File: src/rtl/sample_pacer_pkg.sv
// Shared types and default widths for the sample pacer and its edge divider.
package sample_pacer_pkg;

    typedef enum logic {
        IDLE = 1'b0,
        REQ  = 1'b1
    } state_t;

    localparam int unsigned DATA_W_DEFAULT  = 16;
    localparam int unsigned DIV_W_DEFAULT   = 8;
    localparam int unsigned CNT_W_DEFAULT   = 16;
    localparam int unsigned TIMEOUT_DEFAULT = 255;

endpackage

File: src/rtl/sample_pacer_rise_divider.sv
// rise_divider: rising-edge detect on a synchronized level, divided by (div+1)
// into single-cycle ticks. Reusable by any sample-rate consumer.
module rise_divider
    import sample_pacer_pkg::*;
#(
    parameter int unsigned DIV_W = DIV_W_DEFAULT
) (
    input  logic             clk,
    input  logic             reset_n,
    input  logic             pulse_sync,
    input  logic             enable,
    input  logic [DIV_W-1:0] div,
    output logic             tick
);

    logic             prev;
    logic             primed;
    logic [DIV_W-1:0] cnt;
    logic             rise;
    logic             wrap;

    // primed masks the first cycle after reset so a level already high at
    // release is not mistaken for a fresh edge.
    assign rise = pulse_sync & ~prev & primed;
    assign wrap = (cnt >= div);
    assign tick = enable & rise & wrap;

    always_ff @(posedge clk or negedge reset_n) begin
        if (!reset_n) begin
            prev   <= 1'b0;
            primed <= 1'b0;
            cnt    <= '0;
        end else begin
            prev   <= pulse_sync;
            primed <= 1'b1;
            if (!enable) begin
                cnt <= '0;
            end else if (rise) begin
                cnt <= wrap ? '0 : cnt + 1'b1;
            end
        end
    end

endmodule

File: src/rtl/sample_pacer.sv
// sample_pacer: divides sample-clock edges into ticks and fetches one sample per
// tick over a req/ack handshake. Optional REQ timeout: SAMPLE_PACER_TIMEOUT_EN.
module sample_pacer
    import sample_pacer_pkg::*;
#(
    parameter int unsigned DATA_W  = DATA_W_DEFAULT,
    parameter int unsigned DIV_W   = DIV_W_DEFAULT,
    parameter int unsigned CNT_W   = CNT_W_DEFAULT
`ifdef SAMPLE_PACER_TIMEOUT_EN
    ,
    parameter int unsigned TIMEOUT = TIMEOUT_DEFAULT
`endif
) (
    input  logic              clk,
    input  logic              reset_n,
    input  logic              pulse_sync,
    input  logic              enable,
    input  logic [DIV_W-1:0]  div,
    output logic              req,
    input  logic              ack,
    input  logic [DATA_W-1:0] sample_in,
    output logic [DATA_W-1:0] sample_out,
    output logic              sample_valid,
    output logic              overrun,
    input  logic              clr_overrun,
    output logic [CNT_W-1:0]  tick_count
`ifdef SAMPLE_PACER_TIMEOUT_EN
    ,
    output logic              timeout_err
`endif
);

    state_t state;
    state_t state_next;
    logic   tick;
    logic   capture;
    logic   drop;
    logic   expire;

    rise_divider #(
        .DIV_W(DIV_W)
    ) u_rise_divider (
        .clk       (clk),
        .reset_n   (reset_n),
        .pulse_sync(pulse_sync),
        .enable    (enable),
        .div       (div),
        .tick      (tick)
    );

    assign req = (state == REQ);

`ifdef SAMPLE_PACER_TIMEOUT_EN
    localparam int unsigned WAIT_W = $clog2(TIMEOUT + 1);
    logic [WAIT_W-1:0] wait_cnt;
    logic              wait_done;

    assign wait_done = (wait_cnt == WAIT_W'(TIMEOUT - 1));

    // Counter idles at 0 and is cleared on every capture, so each fetch
    // (including tick+ack re-entry) starts a fresh wait window.
    always_ff @(posedge clk or negedge reset_n) begin
        if (!reset_n) begin
            wait_cnt    <= '0;
            timeout_err <= 1'b0;
        end else begin
            if (state != REQ || capture || expire) begin
                wait_cnt <= '0;
            end else begin
                wait_cnt <= wait_cnt + 1'b1;
            end
            if (expire) begin
                timeout_err <= 1'b1;
            end else if (clr_overrun) begin
                timeout_err <= 1'b0;
            end
        end
    end
`endif

    always_comb begin
        state_next = state;
        capture    = 1'b0;
        drop       = 1'b0;
        expire     = 1'b0;
        case (state)
            IDLE: begin
                if (tick) begin
                    state_next = REQ;
                end
            end
            REQ: begin
                if (ack) begin
                    capture    = 1'b1;
                    state_next = tick ? REQ : IDLE;
                end else begin
                    drop = tick;
`ifdef SAMPLE_PACER_TIMEOUT_EN
                    if (wait_done) begin
                        expire     = 1'b1;
                        state_next = IDLE;
                    end
`endif
                end
            end
            default: state_next = IDLE;
        endcase
    end

    always_ff @(posedge clk or negedge reset_n) begin
        if (!reset_n) begin
            state        <= IDLE;
            sample_out   <= '0;
            sample_valid <= 1'b0;
            overrun      <= 1'b0;
            tick_count   <= '0;
        end else begin
            state        <= state_next;
            sample_valid <= capture;
            if (capture) begin
                sample_out <= sample_in;
            end
            if (tick) begin
                tick_count <= tick_count + 1'b1;
            end
            if (drop) begin
                overrun <= 1'b1;
            end else if (clr_overrun) begin
                overrun <= 1'b0;
            end
        end
    end

endmodule
File: config.mk
export PLATFORM = sky130hd
export DESIGN_NAME = sample_pacer
export DESIGN_NICKNAME = d
export VERILOG_FILES = /design/src/rtl/sample_pacer_pkg.sv /design/src/rtl/sample_pacer_rise_divider.sv /design/src/rtl/sample_pacer.sv
export SDC_FILE = /design/constraint.sdc
export NUM_CORES = 1
export LEC_CHECK = 0
export CAP_MARGIN = 30
export CELL_PAD_IN_SITES_DETAIL_PLACEMENT = 0
export CELL_PAD_IN_SITES_GLOBAL_PLACEMENT = 1
export CORE_MARGIN = 2
export CORE_UTILIZATION = 39
export DETAILED_ROUTE_END_ITERATION = 7
export GPL_ROUTABILITY_DRIVEN = 0
export PLACE_DENSITY_LB_ADDON = 0.05
export SLEW_MARGIN = 20
export SYNTH_ARGS = -nofsm -noshare
export SYNTH_HDL_FRONTEND = slang
export SYNTH_SLANG_ARGS = --single-unit
File: constraint.sdc
create_clock -name clk -period 5.5 [get_ports clk]
set_input_delay 0.55 -clock clk [delete_from_list [all_inputs] [get_ports clk]]
set_output_delay 0.55 -clock clk [all_outputs]
set_load 0.1 [all_outputs]
; ---- Yosys cells after proc, flatten, opt, wreduce, memory -nomap -nowiden
; Cells that the tools add are included.
[totals]
wordCells = 31
inputBits = 30
regBits = 45
[op_classes]
bitwise_logic = 6
magnitude_cmp = 1
reduce_logical = 1
muxes = 12
n_eq_ne = 1
n_addsub = 2
[ops]
columns = op, n
row1 = $mux 8, 3
row2 = $add 16x1->16 const B, 1
row3 = $add 8x1->8 const B, 1
row4 = $ge 8x8->1, 1
row5 = $mux 1, 8
row6 = $and 1x1->1, 4
row7 = $ne 2x1->1 const B, 1
row8 = $not 1->1, 2
row9 = $pmux 1 s2, 1
row10 = $reduce_bool 2->1, 1

; ---- Logic depth before layout (Yosys ltp)
; Gate-level depths: netlist (run 1).
[logic_depth]
word_depth = 8
ltp_mapped = 8
mapped_depth_nobuf = 7

; ---- Modules after synthesis
; Synthesis (run 1) repeated with hierarchy kept, for this count alone.
[hier_totals]
hier_cells = 183
hier_area_um2 = 2189.6
[modules_own_cells]
columns = module, instances, area_each_um2, cells_per_inst
row1 = sample_pacer, 1, 1472.7, 105
row2 = rise_divider, 1, 716.9, 78

; ---- Least setup slack after synthesis (run 1)
; No wires, ideal clock.
[synth_path]
path_type = reg-to-reg
from = register tick_count[0]
to = register tick_count[12]
arrival_ns = 2.113
setup_ns = 0.159
path_stages_with_launch = 7
path_slack_ns = 3.228
cell_sequence = dfrtp_1 > ha_1 > inv_1 > nor4_1 > a32oi_2 > nand2b_1 > xnor2_1
[synth_between]
elab_chain_len = 1
[synth_rtl]
columns = element, line
row1 = start: declaration, sample_pacer.sv:26  ; output logic [CNT_W-1:0] tick_count
row2 = start signal: assignment, sample_pacer.sv:124  ; tick_count <= tick_count + 1'b1;
row3 = $add 16x1->16, sample_pacer.sv:124
; Every way passes these cells.
; A chain may end at the register's enable or synchronous reset.

; ---- Worst setup path after layout (run 1)
[layout_path]
from = register tick_count[2]
to = output port tick_count[2]
; No word-level cell between the ends.

==> summary.txt, run 1 <==
Status
  – Run status: complete, no violations

GRT
  – Largest net degree at the start of global routing: 46
  – First-pass GRT wire length: 7250 um
  – Overall overflow remaining after global route: 0
  – Initial antenna violation count: 0
  – Number of global-route vias before repair: 1577
  – Tot GR Track Use: 14.7%

Power
  – Static leakage power: 1.44 nW
  – Cell-internal power: 0.510 mW
  – Share of power burned in the clock network: 39.5%
  – Flop pwr share: 50.9%
  – Switching power summed over all nets: 0.150 mW
  – Sw Ratio: 22.7%
  – Total power: 0.660 mW
  – Power density of the placed cells: 219 mW/mm2
  – IR Drop Worst-Case VDD: 0.112 mV
  – Combinational power share: 9.6%

Route
  – Detail Route Antenna Nets: 0
  – Initial detailed-routing violation count: 39
  – DRT Pass-1 Iters: 4
  – Total wire length after detailed routing: 4440 um
  – Via count of the routed design: 1564
  – Drt drc: 0
  – Avg Vias per Cell: 4.89
  – Wire per inst: 13.9 um

Setup path
  – Library cell contributing the largest single delay on the critical path: clkdlybuf4s50_1
  – Largest fanout on the critical path: 6
  – Critical Path Max Stage Delay: 1.20 ns
  – Critical path, cell by cell: clkdlybuf4s50_1
  – Arrival time at the worst endpoint: 1.96 ns
  – Largest delay contributor family on the critical path: buffers and inverters
  – Bufs and invs on worst path: 1
  – Critical Path Sink Type: primary output
  – Stages on worst setup path: 1
  – Startpoint-to-endpoint class of the critical path: flop to primary output
  – Number of cell instances on the worst register-to-register path: 7
  – Sort of element at the start of the critical path: flop
  – Worst Path Required: 4.95 ns
  – Origin of the critical flop-to-flop path: u_rise_divider.cnt[0]$_DFFE_PN0P_
  – Register-to-Register Setup Slack: 3.23 ns
  – Worst flop-to-flop path endpoint: tick_count[1]$_DFFE_PN0P_

Synthesis
  – Part of the Yosys area used for sequential elements: 51.6%
  – Synth Cell Area: 0.00218 mm2
  – Number of nets in the synthesized netlist: 218
  – Cell count after synthesis: 178
  – Register bit count reported by yosys: 45
  – Synthesized area per cell: 12.3 um2
  – Unique cell type count in the Yosys netlist: 37
  – Number of warning messages in the yosys log: 0

Finish
  – Inserted Diodes: 0
  – Fraction of layout cells with a size suffix above 1: 15.7%
  – Area used by multi-input combinational logic: 998 um2
  – Post-Layout Inst Area: 0.00302 mm2
  – Fillers: 456
  – Layout overhead on the synthesized area: 38.4%
  – Net count reported at finish: 287
  – Total area of sequential cells: 0.00113 mm2

Timing
  – Final period utilization: 45.6%
  – Final-layout worst hold slack: 0.247 ns
  – F_max: 399 MHz
  – Max Transition Viols Final: 0
  – Unrepaired setup endpoints after global routing: false
  – Measured slew at the worst slew-check pin: 0.996 ns
  – Final Critical Period: 2.51 ns
  – Worst-case clock skew: 0.00628 ns
  – Slew margin rel.: 33.4%
  – Setup Total Neg Slack: 0 ns
  – Final hold viol count: 0
  – Final setup vio count: 0

Clocking
  – # Post-CTS Setup Buffers: 0
  – Clock buffers created by TritonCTS: 5
  – # H-tree levels: 2
  – CTS clock-pin slew for the worst setup and hold paths: 0.09 ns
  – CTS sink cnt: 45
  – Clock tree from TritonCTS: yes
  – Maximum count of clock buffers along a single path: 2
  – Hold Buf Count CTS: 0
  – Clock insertion delay at the later pin of the skew report: 0.29 ns
  – Resize count post-CTS: 0
  – Root buffer cell: clkbuf_8

Placement
  – Placed Instance Area: 0.00290 mm2
  – Hpwl dp: 3290 um
  – Port buffer count: 64

Floorplan
  – Effective utilization at floorplan: 40.1%
  – Die span in x: 78.8 um
  – CORE AREA: 0.00544 mm2
  – Die footprint: 0.00621 mm2
  – Number of top-level pins: 65
  – Height of the die: 78.8 um
  – Placement row count: 27

Hold path
  – Hold/Removal Path Class: primary input to asynchronous set/reset pin

Run
  – Max capacitance violation total: 0
## cell type report
| cell class | count | share of cell area [%] |
|---|---|---|
| Clock buffer | 6 | 2.74 |
| Clock inverter | 2 | 1.24 |
| Inverter | 12 | 1.49 |
| Multi-Input combinational cell | 119 | 33.1 |
| Sequential cell | 45 | 37.3 |
| Tap cell | 72 | 2.99 |
| Timing Repair Buffer | 64 | 21.1 |
## flip-flops by register name, summed over array words and instances, names as in the netlist
name and cells:
sample_out 16, u_rise_divider.prev 1, u_rise_divider.primed 1, tick_count 16, sample_valid 1, overrun 1
u_rise_divider.cnt 8, req 1
## stage by stage
| stage | instances | util (%) | setup WS [ns] |
|---|---|---|---|
| 6_report | 320 | 55.5 | 2.99 |
| 5_1_grt | 320 | 55.5 | 2.89 |
| 2_1_floorplan | 178 | - | 3.23 |
| 4_1_cts | 320 | 55.4 | 2.98 |
| 3_5_place_dp | 312 | 53.2 | 2.71 |
| 3_3_place_gp | 312 | 53.2 | 2.74 |
## layer usage
layer | vias to the layer above | part of all wire [%] | GRT usage [%]
li1 | 768 | - | -
met5 | - | 0 | 0
met1 | 737 | 45 | 17.1
met3 | 4 | 6.0 | 3.52
met4 | 0 | 0.95 | 4.21
met2 | 55 | 48 | 26.9
## layout by cell type (no fill, tap or decap), types with 2 or more instances in the layout
cell type	instances
clkbuf_8	6
inv_1	12
clkdlybuf4s50_1	63
xor2_1	11
xnor2_1	6
nor4_1	2
a32oi_2	2
nand2b_4	2
nand4_1	3
mux2_2	16
a31oi_1	4
nor2_1	5
o21ai_0	3
ha_1	10
nor3_1	5
a22o_1	3
and3_1	3
a31oi_2	2
nand3_1	6
dfrtp_1	45
nand2_1	8
nand2b_1	7
a21oi_1	5
nor3b_2	3
## cell families after synthesis
logic type | after synthesis | share of synthesized area (%)
AO/OA/AOI/OAI | 25 | 9.12
XOR/XNOR | 17 | 6.83
adder cells (fa/ha/maj) | 10 | 5.74
buffers and inverters | 14 | 2.58
flip-flops | 45 | 51.6
multiplexers | 17 | 8.95
other | 1 | 0.172
AND/OR/NAND/NOR | 49 | 15.0
## power by group through the flow
stage / registers, mW / clock network [mW] / logic (mW)
finish: 0.336 / 0.261 / 0.0636
global route: 0.336 / 0.279 / 0.0690
CTS: 0.336 / 0.270 / 0.0644
detailed placement: 0.343 / 0 / 0.0638
global placement: 0.342 / 0 / 0.0626
floorplan: 0.356 / 0 / 0.0156
## Yosys cell counts, drive strengths merged
| cell | n | area share [%] |
|---|---|---|
| a22o | 3 | 1.2 |
| or2b | 1 | 0.34 |
| nand4b | 1 | 1.1 |
| dfrtp | 45 | 52 |
| nand3 | 6 | 1.4 |
| inv | 12 | 2.1 |
| nand2 | 8 | 1.4 |
| nand2b | 9 | 3.3 |
| a21oi | 5 | 1.1 |
| buf | 1 | 0.34 |
| a2111o | 1 | 0.52 |
| and4 | 1 | 0.40 |
| xnor2 | 6 | 2.4 |
| nand4 | 3 | 0.86 |
| a32oi | 2 | 1.5 |
| o21ai | 4 | 1.1 |
| o21a | 1 | 0.34 |
| nor2 | 5 | 0.86 |
| nor3b | 3 | 1.7 |
| o211ai | 1 | 0.34 |
| and3 | 3 | 0.86 |
| xor2 | 11 | 4.4 |
| nor4 | 3 | 1.1 |
| and4b | 1 | 0.52 |
| a41oi | 1 | 0.40 |
| mux2 | 17 | 8.9 |
| clkbuf | 1 | 0.17 |
| nor3 | 5 | 1.1 |
| ha | 10 | 5.7 |
| conb | 1 | 0.17 |
| o22ai | 1 | 0.29 |
| a31oi | 6 | 2.3 |
## worst max-delay path by stage
stage          slack (ns)                                 to                 startpoint
2_1_floorplan        3.23         tick_count[12]$_DFFE_PN0P_  tick_count[0]$_DFFE_PN0P_
5_1_grt              2.89  u_rise_divider.cnt[4]$_DFFE_PN0P_                     div[0]
3_5_place_dp         2.71          tick_count[1]$_DFFE_PN0P_                     div[0]
3_3_place_gp         2.74          tick_count[1]$_DFFE_PN0P_                     div[0]
6_report             2.99                      tick_count[2]  tick_count[2]$_DFFE_PN0P_
4_1_cts              2.98                      tick_count[2]  tick_count[2]$_DFFE_PN0P_
No activity file was read; power rests on OpenSTA's default activity.
==> run 2: changes to the inputs <==
--- a/config.mk
+++ b/config.mk
@@ -9,7 +9,7 @@
 export CELL_PAD_IN_SITES_DETAIL_PLACEMENT = 0
 export CELL_PAD_IN_SITES_GLOBAL_PLACEMENT = 1
 export CORE_MARGIN = 2
-export CORE_UTILIZATION = 39
+export CORE_UTILIZATION = 33
 export DETAILED_ROUTE_END_ITERATION = 7
 export GPL_ROUTABILITY_DRIVEN = 0
 export PLACE_DENSITY_LB_ADDON = 0.05
==> constraint.sdc (replaced) <==
create_clock -name clk -period 2.1 [get_ports clk]
set_input_delay 0.21 -clock clk [delete_from_list [all_inputs] [get_ports clk]]
set_output_delay 0.21 -clock clk [all_outputs]
set_load 0.1 [all_outputs]
==> summary.txt, run 2 (synthesis gave the netlist of run 1 again) <==
Route
  – Detail Route Antenna Nets: 0
  – Total wire length after detailed routing: 4390 um
  – Avg Vias per Cell: 4.67
  – Via count of the routed design: 1575
  – Initial detailed-routing violation count: 61
  – Wire per inst: 13.0 um
  – Drt drc: 0
  – DRT Pass-1 Iters: 4

Clocking
  – Clock insertion delay at the later pin of the skew report: 0.29 ns
  – Root buffer cell: clkbuf_8
  – # H-tree levels: 2
  – CTS clock-pin slew for the worst setup and hold paths: 0.08 ns
  – Hold Buf Count CTS: 0
  – Clock buffers created by TritonCTS: 5
  – Clock tree from TritonCTS: yes
  – Maximum count of clock buffers along a single path: 2
  – CTS sink cnt: 45

Run
  – Max capacitance violation total: 0

Placement
  – Placed Instance Area: 0.00293 mm2
  – Port buffer count: 64
  – Number of cells in the design after placement: 328
  – Hpwl dp: 3230 um

Status
  – Run status: finished with violations
  – Failing checks: hold timing

Floorplan
  – Placement row count: 29
  – Die span in x: 85.3 um
  – CORE AREA: 0.00639 mm2
  – Height of the die: 85.3 um
  – Number of top-level pins: 65
  – Die footprint: 0.00728 mm2
  – Effective utilization at floorplan: 34.1%

Finish
  – Layout overhead on the synthesized area: 40.3%
  – Inserted Diodes: 0
  – Top flop regs: sample_out (16), tick_count (16), u_rise_divider.cnt (8)
  – Fillers: 631
  – Fraction of layout cells with a size suffix above 1: 36.2%
  – Most common cell after layout, fill and taps aside: buf_4
  – Top library cells by usage in the layout, fill and taps aside: buf_4 (46), dfrtp_1 (39), clkdlybuf4s50_1 (28), mux2_2 (16)
  – Post-Layout Inst Area: 0.00306 mm2
  – Net count reported at finish: 300
  – Filler-free cell count of the finished design: 337

GRT
  – Number of global-route vias before repair: 1519
  – Overall overflow remaining after global route: 0
  – Initial antenna violation count: 0
  – Tot GR Track Use: 12.5%
  – First-pass GRT wire length: 7250 um
  – Largest net degree at the start of global routing: 46

Setup path
  – Largest fanout on the critical path: 5
  – Library cell contributing the largest single delay on the critical path: a2111o_1
  – Critical Path Sink Type: flop
  – End point of the critical path: tick_count[7]$_DFFE_PN0P_
  – Register-to-Register Setup Slack: 0.08 ns
  – Number of cell instances on the worst register-to-register path: 8
  – Startpoint-to-endpoint class of the critical path: flop to flop
  – Bufs and invs on worst path: 2
  – Critical Path Max Stage Delay: 0.47 ns
  – Launching instance or port of the critical path: u_rise_divider.cnt[0]$_DFFE_PN0P_
  – Sort of element at the start of the critical path: flop
  – Arrival time at the worst endpoint: 2.23 ns
  – Stages on worst setup path: 8
  – Largest delay contributor family on the critical path: compound AO/OA/AOI/OAI gates
  – Origin of the critical flop-to-flop path: u_rise_divider.cnt[0]$_DFFE_PN0P_
  – Worst flop-to-flop path endpoint: tick_count[7]$_DFFE_PN0P_
  – Worst Path Required: 2.31 ns
  – Critical path, cell by cell: inv_2 -> ha_4 -> nand2b_4 -> a2111o_1 -> a32oi_2 -> buf_6 -> nand2b_1 -> xnor2_1

Timing
  – Unrepaired setup endpoints after global routing: true
  – Final Critical Period: 2.02 ns
  – Slew margin rel.: 62.0%
  – Worst-case clock skew: 0.00848 ns
  – Measured slew at the worst slew-check pin: 0.570 ns
  – Final setup vio count: 0
  – Final period utilization: 96.2%
  – Max Transition Viols Final: 0
  – Final hold viol count: 27
  – Final-layout worst hold slack: -0.0154 ns
  – F_max: 495 MHz

Power
  – Total power: 1.69 mW
  – Power density of the placed cells: 554 mW/mm2
  – IR Drop Worst-Case VDD: 0.305 mV
  – Static leakage power: 1.57 nW

Hold path
  – Hold/Removal Path Class: primary input to asynchronous set/reset pin
-- run 2: timing repair --
item                       4_1_cts  5_1_grt
resized for setup                0        3
setup endpoints to repair        0       18
buffers inserted                 0        2
-- run 2: metal layers --
| metal | vias up | track usage [%] | part of all wire (%) |
|---|---|---|---|
| li1 | 794 | - | - |
| met1 | 727 | 17.1 | 50 |
| met2 | 48 | 19.2 | 43 |
| met3 | 6 | 3.99 | 6.2 |
| met4 | 0 | 3.46 | 1.2 |
| met5 | - | 0 | 0 |
-- run 2: per-stage QoR --
step	util, %	setup slack, ns	TNS (ns)
after floorplan	-	0.0233	0
after detailed placement	45.8	-0.202	-3.39
after global placement	45.8	-0.191	-3.16
final	47.9	0.0801	0
after global routing	47.9	-0.0191	-0.0354
after CTS	47.4	0.000754	0
-- run 2: worst min path at each step --
stage | to | slack (ns) | cells after the start
floorplan | overrun$_DFFE_PN0P_ | -0.09 | 0
global placement | sample_out[4]$_DFFE_PN0P_ | 0.34 | 2
detailed placement | sample_out[4]$_DFFE_PN0P_ | 0.34 | 2
CTS | sample_out[4]$_DFFE_PN0P_ | 0.01 | 2
global route | sample_out[4]$_DFFE_PN0P_ | 0.03 | 2
finish | sample_out[4]$_DFFE_PN0P_ | -0.02 | 2
-- run 2: report_power, final --
part           switching (mW)  internal (mW)  total (mW)
sequential            0.00604          0.874       0.880
combinational          0.0946         0.0842       0.179
clock                   0.290          0.346       0.636
-- run 2: final cells by class --
cell class	count	area (um2)	share of cell area (%)
tap	77	96.3	3.15
timing repair buffer	77	662	21.6
inverter	12	45.0	1.47
clock buffer	5	68.8	2.25
clock inverter	2	35.0	1.14
sequential	45	1130	37.0
multi-input combinational	119	1020	33.3
==> run 3: changes to the inputs <==
--- a/config.mk
+++ b/config.mk
@@ -5,9 +5,11 @@
 export SDC_FILE = /design/constraint.sdc
 export NUM_CORES = 1
 export LEC_CHECK = 0
+export ABC_CLOCK_PERIOD_IN_PS = 2100
 export CAP_MARGIN = 30
 export CELL_PAD_IN_SITES_DETAIL_PLACEMENT = 0
 export CELL_PAD_IN_SITES_GLOBAL_PLACEMENT = 1
+export CORE_ASPECT_RATIO = 1.75
 export CORE_MARGIN = 2
 export CORE_UTILIZATION = 33
 export DETAILED_ROUTE_END_ITERATION = 7
==> summary.txt, run 3 (synthesis gave the netlist of run 1 again) <==
Setup path
  – Sort of element at the start of the critical path: flop
  – Register-to-Register Setup Slack: 0.09 ns
  – Library cell contributing the largest single delay on the critical path: a2111o_1
  – Critical path, cell by cell: inv_2 -> ha_1 -> nand2b_4 -> a2111o_1 -> a32oi_2 -> buf_6 -> nand2b_4 -> xnor2_1
  – Stages on worst setup path: 8
  – Bufs and invs on worst path: 2
  – Arrival time at the worst endpoint: 2.21 ns
  – Largest fanout on the critical path: 5
  – Startpoint-to-endpoint class of the critical path: flop to flop
  – Worst Path Required: 2.30 ns
  – Critical Path Max Stage Delay: 0.47 ns
  – Largest delay contributor family on the critical path: compound AO/OA/AOI/OAI gates
  – Origin of the critical flop-to-flop path: u_rise_divider.cnt[0]$_DFFE_PN0P_
  – Number of cell instances on the worst register-to-register path: 8
  – Worst flop-to-flop path endpoint: tick_count[7]$_DFFE_PN0P_
  – Critical Path Sink Type: flop
  – Most numerous cell on the critical path: nand2b_4

Route
  – Total wire length after detailed routing: 4720 um
  – Via count of the routed design: 1626
  – Wire per inst: 13.7 um
  – Drt drc: 0
  – Detail Route Antenna Nets: 0
  – Initial detailed-routing violation count: 60
  – Avg Vias per Cell: 4.73
  – DRT Pass-1 Iters: 4

Power
  – Share of power burned in the clock network: 45.2%
  – Combinational power share: 9.2%
  – Static leakage power: 1.61 nW
  – Switching power summed over all nets: 0.412 mW
  – Flop pwr share: 45.7%
  – IR Drop Worst-Case VDD: 0.498 mV
  – Cell-internal power: 1.52 mW
  – Power density of the placed cells: 614 mW/mm2
  – Total power: 1.93 mW
  – Sw Ratio: 21.4%

Run
  – Max capacitance violation total: 0

Timing
  – Final setup vio count: 0
  – Final period utilization: 95.6%
  – Unrepaired setup endpoints after global routing: false
  – Max Transition Viols Final: 0
  – Final worst-path setup slack: 0.0926 ns
  – Final Critical Period: 2.01 ns
  – F_max: 498 MHz
  – Worst-case clock skew: 0.00383 ns
  – Final hold viol count: 0
  – Setup Total Neg Slack: 0 ns

Floorplan
  – CORE AREA: 0.00644 mm2
  – Die footprint: 0.00730 mm2
  – Placement row count: 39
  – Die span in x: 65.5 um
  – Effective utilization at floorplan: 33.9%
  – Number of top-level pins: 65
  – Height of the die: 112 um

Finish
  – Fraction of layout cells with a size suffix above 1: 36.6%
  – Layout overhead on the synthesized area: 44.2%
  – Post-Route Utilization: 48.8%
  – Most common cell after layout, fill and taps aside: buf_4
  – Top library cells by usage in the layout, fill and taps aside: buf_4 (46), dfrtp_1 (39), clkdlybuf4s50_1 (28), mux2_2 (16)
  – Filler-free cell count of the finished design: 344
  – Inserted Diodes: 0
  – Net count reported at finish: 301
  – Top flop regs: sample_out (16), tick_count (16), u_rise_divider.cnt (8)

Clocking
  – Root buffer cell: clkbuf_16
  – Clock buffers created by TritonCTS: 5
  – Maximum count of clock buffers along a single path: 2
  – Clock tree from TritonCTS: yes
  – Clock insertion delay at the later pin of the skew report: 0.28 ns
  – # H-tree levels: 2
  – CTS clock-pin slew for the worst setup and hold paths: 0.06 ns
  – CTS sink cnt: 45

Placement
  – Number of cells in the design after placement: 335
  – Post-placement setup slack: -0.201 ns
  – Hpwl dp: 3710 um
  – Port buffer count: 64

GRT
  – Overall overflow remaining after global route: 0
  – First-pass GRT wire length: 8070 um
  – Number of global-route vias before repair: 1648
  – Tot GR Track Use: 14.2%
  – Largest net degree at the start of global routing: 22
  – Initial antenna violation count: 0

Hold path
  – Hold/Removal Path Class: primary input to asynchronous set/reset pin

Status
  – Run status: complete, no violations
-- run 3: cell types whose count changed in the layout (fill, tap and decap cells not counted), sizes merged --
cell and change:
clkbuf +1, dlygate4sd3 +1
-- run 3: cell type report --
cell class | instances | area [um2]
clock buffers | 6 | 129
clock inverters | 2 | 35.0
fillers | 648 | 3300
inverters | 12 | 45.0
multi-input cells | 119 | 1030
flip-flops and latches | 45 | 1130
well taps | 82 | 103
repair buffers | 78 | 672
-- run 3: worst max-delay path by stage --
stage / startpoint / to / slack [ns]
6_report: u_rise_divider.cnt[0]$_DFFE_PN0P_ / tick_count[7]$_DFFE_PN0P_ / 0.09
5_1_grt: u_rise_divider.cnt[0]$_DFFE_PN0P_ / tick_count[7]$_DFFE_PN0P_ / 0.006
4_1_cts: u_rise_divider.cnt[0]$_DFFE_PN0P_ / tick_count[7]$_DFFE_PN0P_ / 0.02
3_5_place_dp: div[6] / tick_count[9]$_DFFE_PN0P_ / -0.20
3_3_place_gp: div[0] / tick_count[1]$_DFFE_PN0P_ / -0.19
2_1_floorplan: u_rise_divider.cnt[0]$_DFFE_PN0P_ / tick_count[1]$_DFFE_PN0P_ / 0.02
-- run 3: what timing repair did --
action | in CTS | in global routing
hold buffers | 1 | 0
hold endpoints to repair | 9 | 0
gates resized for setup | 0 | 5
setup buffers | 0 | 0
endpoints found under the setup margin | 0 | 14
-- run 3: per-layer routing --
| metal | vias up | routed length (um) | track usage [%] |
|---|---|---|---|
| met5 | - | 0 | 0 |
| met4 | 0 | 76 | 5.42 |
| met3 | 5 | 224 | 2.83 |
| met2 | 43 | 2630 | 26.2 |
| met1 | 781 | 1790 | 15.5 |
| li1 | 797 | - | - |
-- run 3: metrics by stage --
stage / hold slack [ns] / area [um2]
after floorplan: -0.0856 / 2200
after global placement: 0.0895 / 2950
after detailed placement: 0.0850 / 2950
after CTS: 0.324 / 3120
after global routing: 0.339 / 3140
final: 0.321 / 3140
-- run 3: power by group through the flow --
stage / clock, mW / sequential (mW) / combinational, mW
finish: 0.871 / 0.881 / 0.177
global route: 0.943 / 0.881 / 0.194
CTS: 0.901 / 0.881 / 0.181
detailed placement: 0 / 0.897 / 0.178
global placement: 0 / 0.897 / 0.179
floorplan: 0 / 0.932 / 0.0423
